### config.mk
export PLATFORM = sky130hd
export DESIGN_NAME = square_cfg_arbiter
export DESIGN_NICKNAME = d
export VERILOG_FILES = /design/src/rtl/square_cfg_arbiter.sv
export SDC_FILE = /design/constraint.sdc
export NUM_CORES = 1
export LEC_CHECK = 0
export ABC_AREA = 1
export BUFFER_PORTS_ARGS = -buffer_cell sky130_fd_sc_hd__buf_2
export CORE_ASPECT_RATIO = 1.5
export CORE_MARGIN = 5
export CORE_UTILIZATION = 25
export DETAILED_ROUTE_END_ITERATION = 12
export PLACE_DENSITY = 0.47
export SETUP_SLACK_MARGIN = 0.1
export SLEW_MARGIN = 20
export SYNTH_ARGS = -nofsm -noshare
export SYNTH_HDL_FRONTEND = slang
export SYNTH_SLANG_ARGS = --single-unit
### constraint.sdc
create_clock -name clk -period 2.3 [get_ports clk]
set_input_delay 0.115 -clock clk [delete_from_list [all_inputs] [get_ports clk]]
set_output_delay 0.115 -clock clk [all_outputs]
set_load 0.1 [all_outputs]
### src/rtl/square_cfg_arbiter.sv
// ============================================================================
// Module   : square_cfg_arbiter
// Purpose  : Round-robin arbiter owning the square's xpos/ypos/width registers;
//            commands are applied only at frame start. Optional clamping: SQUARE_CLAMP_EN.
// Revision : 1.0 - initial release
// ============================================================================
`default_nettype none

module square_cfg_arbiter #(
    parameter int SIZE   = 8,
    parameter int W_MAX  = 256,
    parameter int X_INIT = 150,
    parameter int Y_INIT = 100,
    parameter int H_RES  = 800,
    parameter int V_RES  = 600
) (
    input  logic        clk,
    input  logic        rst,
    input  logic [10:0] hcount,
    input  logic [10:0] vcount,
    input  logic [1:0]  req,
    input  logic [1:0]  cmd0,
    input  logic [1:0]  cmd1,
    input  logic [11:0] xarg0,
    input  logic [11:0] yarg0,
    input  logic [11:0] xarg1,
    input  logic [11:0] yarg1,
    output logic [1:0]  ack,
    output logic        busy,
    output logic [11:0] xpos_square,
    output logic [11:0] ypos_square,
    output logic [11:0] width_square
);

    localparam logic [1:0]  c_CMD_GROW   = 2'b00;
    localparam logic [1:0]  c_CMD_SHRINK = 2'b01;
    localparam logic [1:0]  c_CMD_MOVE   = 2'b10;

    localparam logic [11:0] c_SIZE   = 12'(SIZE);
    localparam logic [11:0] c_2SIZE  = 12'(2 * SIZE);
    localparam logic [11:0] c_WMAX   = 12'(W_MAX);
    localparam logic [11:0] c_XINIT  = 12'(X_INIT);
    localparam logic [11:0] c_YINIT  = 12'(Y_INIT);
`ifdef SQUARE_CLAMP_EN
    localparam logic [11:0] c_HRES   = 12'(H_RES);
    localparam logic [11:0] c_VRES   = 12'(V_RES);
`endif

    typedef enum logic [1:0] {
        S_IDLE    = 2'd0,
        S_PENDING = 2'd1,
        S_DONE    = 2'd2
    } state_t;

    // A square wider than the screen could never be kept fully visible.
    if (H_RES < W_MAX || V_RES < W_MAX || SIZE < 1) begin : g_param_check
        $error("square_cfg_arbiter: W_MAX must fit within H_RES/V_RES and SIZE must be positive");
    end

    state_t      state_q;
    logic        grant_q;
    logic        last_grant_q;
    logic [1:0]  cmd_q;
    logic [11:0] xarg_q;
    logic [11:0] yarg_q;
    logic [11:0] xpos_q;
    logic [11:0] ypos_q;
    logic [11:0] width_q;
    logic [1:0]  ack_q;
    logic        busy_q;

    logic        frame_start;
    logic        grant_sel;
    logic [11:0] x_d;
    logic [11:0] y_d;
    logic [11:0] w_d;

    assign frame_start = (hcount == 11'd0) && (vcount == 11'd0);

    // Requester 1 wins when alone, or on a tie when requester 0 was served last.
    assign grant_sel = (req == 2'b10) || ((req == 2'b11) && !last_grant_q);

    always_comb begin
        x_d = xpos_q;
        y_d = ypos_q;
        w_d = width_q;
        case (cmd_q)
            c_CMD_GROW: begin
                w_d = (width_q >= c_WMAX - c_SIZE) ? c_WMAX : width_q + c_SIZE;
`ifdef SQUARE_CLAMP_EN
                if (({1'b0, xpos_q} + {1'b0, w_d}) > {1'b0, c_HRES}) x_d = c_HRES - w_d;
                if (({1'b0, ypos_q} + {1'b0, w_d}) > {1'b0, c_VRES}) y_d = c_VRES - w_d;
`endif
            end
            c_CMD_SHRINK: begin
                w_d = (width_q <= c_2SIZE) ? c_SIZE : width_q - c_SIZE;
            end
            c_CMD_MOVE: begin
                x_d = xarg_q;
                y_d = yarg_q;
`ifdef SQUARE_CLAMP_EN
                if (xarg_q > c_HRES - width_q) x_d = c_HRES - width_q;
                if (yarg_q > c_VRES - width_q) y_d = c_VRES - width_q;
`endif
            end
            default: begin
                x_d = c_XINIT;
                y_d = c_YINIT;
                w_d = c_SIZE;
            end
        endcase
    end

    always_ff @(posedge clk) begin
        if (rst) begin
            state_q      <= S_IDLE;
            grant_q      <= 1'b0;
            last_grant_q <= 1'b1;
            cmd_q        <= 2'b00;
            xarg_q       <= 12'd0;
            yarg_q       <= 12'd0;
            xpos_q       <= c_XINIT;
            ypos_q       <= c_YINIT;
            width_q      <= c_SIZE;
            ack_q        <= 2'b00;
            busy_q       <= 1'b0;
        end else begin
            ack_q <= 2'b00;
            case (state_q)
                S_IDLE: begin
                    if (req != 2'b00) begin
                        grant_q      <= grant_sel;
                        last_grant_q <= grant_sel;
                        cmd_q        <= grant_sel ? cmd1  : cmd0;
                        xarg_q       <= grant_sel ? xarg1 : xarg0;
                        yarg_q       <= grant_sel ? yarg1 : yarg0;
                        busy_q       <= 1'b1;
                        state_q      <= S_PENDING;
                    end
                end
                S_PENDING: begin
                    if (frame_start) begin
                        xpos_q  <= x_d;
                        ypos_q  <= y_d;
                        width_q <= w_d;
                        ack_q   <= grant_q ? 2'b10 : 2'b01;
                        state_q <= S_DONE;
                    end
                end
                S_DONE: begin
                    busy_q  <= 1'b0;
                    state_q <= S_IDLE;
                end
                default: begin
                    busy_q  <= 1'b0;
                    state_q <= S_IDLE;
                end
            endcase
        end
    end

    assign ack          = ack_q;
    assign busy         = busy_q;
    assign xpos_square  = xpos_q;
    assign ypos_square  = ypos_q;
    assign width_square = width_q;

endmodule

`default_nettype wire

==> metrics <==
maximum net fanout on the critical path=7; CP max stage delay=0.34 ns; global route overflow=0; worst hold start=xarg1[9]; most common cell after layout, fill and taps aside=nand2_1; Core Area=12000 um2; minimum clock period=1.55 ns; Slew Limit Fails=0; Final Setup Violations=0; Hold EP=xarg_q[9]; Crit Reg-Reg Endpoint=width_square[4]; I/O Buffers=113; io pins=117; status=completed; commonest non-fill, non-tap cells in the layout=nand2_1 (121), buf_2 (113), dfxtp_1 (66), nor2_1 (41), o21ai_0 (35); detailed-route via count=3204; Worst slew margin=64.1%; critical path required time=2.53 ns; CP cell instances=inv_1 > ha_1 > inv_1 > nor2_1 > nand4_1 > nand3_2 > nor2_1 > nor3_2 > nor2_1; Cell Area, Synth=3070 um2; synthesized area per cell=7.12 um2; Crit Path Class=reg -> reg; FILL cells=1352; Seq/Total Area, Yosys=43.1%; Crit. Startpoint=width_square[3]; Yosys cell types=31; global-route wire length before repair=15.5 mm; share of cells above drive strength 1=27.4%; post-synth top area cell=dfxtp_1; Die Area=14600 um2; Total Wirelength=9.53 mm; P_leak=0.00184 uW; initial antenna violation count=0; pre-CTS setup slack=0.605 ns; max_cap viols=0; # rows=49; All-Layer GR Usage=13.3%; RR Startpoint=width_square[3]; register-to-register setup slack=0.75 ns; DR vias/cell=4.62; Peak supply drop=0.334 mV; effective utilization at floorplan=25.5%; Worst setup SP type=register; Hold Path Class=in -> reg; Final Skew=0.00628 ns; RSZ-0062 raised after global routing=no; Non-Filler Instances=694; Post-Syn Instances=431; clock-pin slew on the worst setup and hold paths=0.05 ns; setup_tns=0 ns; largest net degree at the start of global routing=41; hold-fix buffers at CTS=0; diodes inserted=0; Resized cells post-CTS=0; pwr/cell area=722 nW/um2; chip height=146 um; placer congestion estimate=0.821; postcts setup bufs=0; DR pass1 iterations=4; Worst path slowest cell=dfxtp_1; Placed Cells=678; kind of end point of the critical path=register; Die W=100 um; R2R cell count=9; post-route ant nets=0; post-place instance area=3730 um2; count of warnings emitted by yosys=0; PnR worst setup slack=0.750 ns; WL/cell=13.7 um; Root Driver=clkbuf_16; Nets=617; synthesized flop and latch total=66; vias in the first global route=3181; H-tree lvl count=3; DRC=0; CTS buffer count=9; cell mode on critical path=nor2_1; DRT iter0 DRCs=126; Sinks on Clock Net=66; Hold Fails Final Rpt=0; largest cells by area after synthesis=dfxtp_1 (43%), nand2_1 (15%), o21ai_0 (5.7%), a31oi_1 (5.3%), nand3_1 (5.2%); Worst Hold Depth=3; Pwr Total=2920 uW; Clk Latency, worst-skew pair=0.33 ns; Layout area overhead=31.7%; buffer depth of the longest clock path=2; measured slew at the worst slew-check pin=0.537 ns; cell area after layout=4040 um2; post-DP HPWL=7.10 mm; max frequency=0.645 GHz; worst path arrival time=1.78 ns; Tcrit/Tclk final=67.4%; CTS tree=done; share of Yosys cell area claimed by the top area cell type=43.1%
==> through the flow <==
stage	util [%]	hold slack (ns)
after global placement	31.1	0.389
final	33.6	0.0444
after global routing	33.6	0.0475
after CTS	33.6	0.0275
after floorplan	-	0.266
after detailed placement	31.1	0.388
==> how the worst max path moves through the flow <==
stage                       endpoint  depth (start not counted)
finish               width_square[4]                          9
global route         width_square[7]                          9
CTS                  width_square[4]                          9
detailed placement   width_square[6]                         10
global placement    width_square[11]                          8
floorplan            width_square[3]                          8
==> cell usage after synthesis <==
master	count
a21oi_1	26
a21oi_2	1
a31oi_1	26
and2_1	2
and3_1	1
buf_1	3
buf_2	8
buf_4	5
buf_6	1
clkbuf_1	9
conb_1	1
dfxtp_1	66
ha_1	3
inv_1	19
inv_2	2
nand2_1	121
nand2_2	1
nand2_4	1
nand3_1	32
nand3_2	3
nand4_1	5
nor2_1	41
nor2_2	2
nor2_4	2
nor3_1	2
nor3_2	2
o21ai_0	35
o21ai_1	2
o22ai_1	1
or2_1	1
xor2_1	7
==> flip-flops by register name, indices dropped and copies added, names as in the netlist, 2 cells and up <==
register      flops
xarg_q           12
xpos_square      12
yarg_q           12
ypos_square      12
width_square      9
ack               2
cmd_q             2
state_q           2
==> cell type report <==
cell class	instances	area, um2	area share (%)
multi-input combinational	320	1540	38.1
sequential	66	1320	32.7
timing repair buffer	118	603	14.9
clock buffer	11	253	6.26
tap	153	191	4.74
inverter	21	78.8	1.95
clock inverter	5	52.6	1.30
==> metal layers <==
| layer | wire (um) | GRT usage [%] | part of all wire [%] | vias to the layer above |
|---|---|---|---|---|
| met5 | 0 | 0 | 0 | - |
| met4 | 231 | 5.26 | 2.4 | 0 |
| met3 | 466 | 3.31 | 4.9 | 19 |
| met2 | 4930 | 23.0 | 52 | 91 |
| met1 | 3900 | 15.4 | 41 | 1461 |
| li1 | - | - | - | 1633 |
==> cells by family after synthesis <==
group	count (synthesis)	share of synthesized area [%]
flip-flops	66	43.1
AO/OA/AOI/OAI	91	16.1
other	1	0.122
AND/OR/NAND/NOR	216	30.6
XOR/XNOR	7	2.00
buffers and inverters	47	6.94
adder cells (fa/ha/maj)	3	1.22
==> critical path: cells and delay by family (launching register included) <==
family	cells	cell delay (ns)
and+or+nand+nor	6	0.68
buffers and inverters	2	0.24
adders and majority gates	1	0.19
DFF	1	0.34
==> where the power goes <==
group	leakage (uW)	switching (uW)	internal, uW
Clock	0.000151	492	891
Combinational	0.00115	194	107
Sequential	0.000540	35.2	1200
Note: power is estimated with default switching activity, not from simulation.
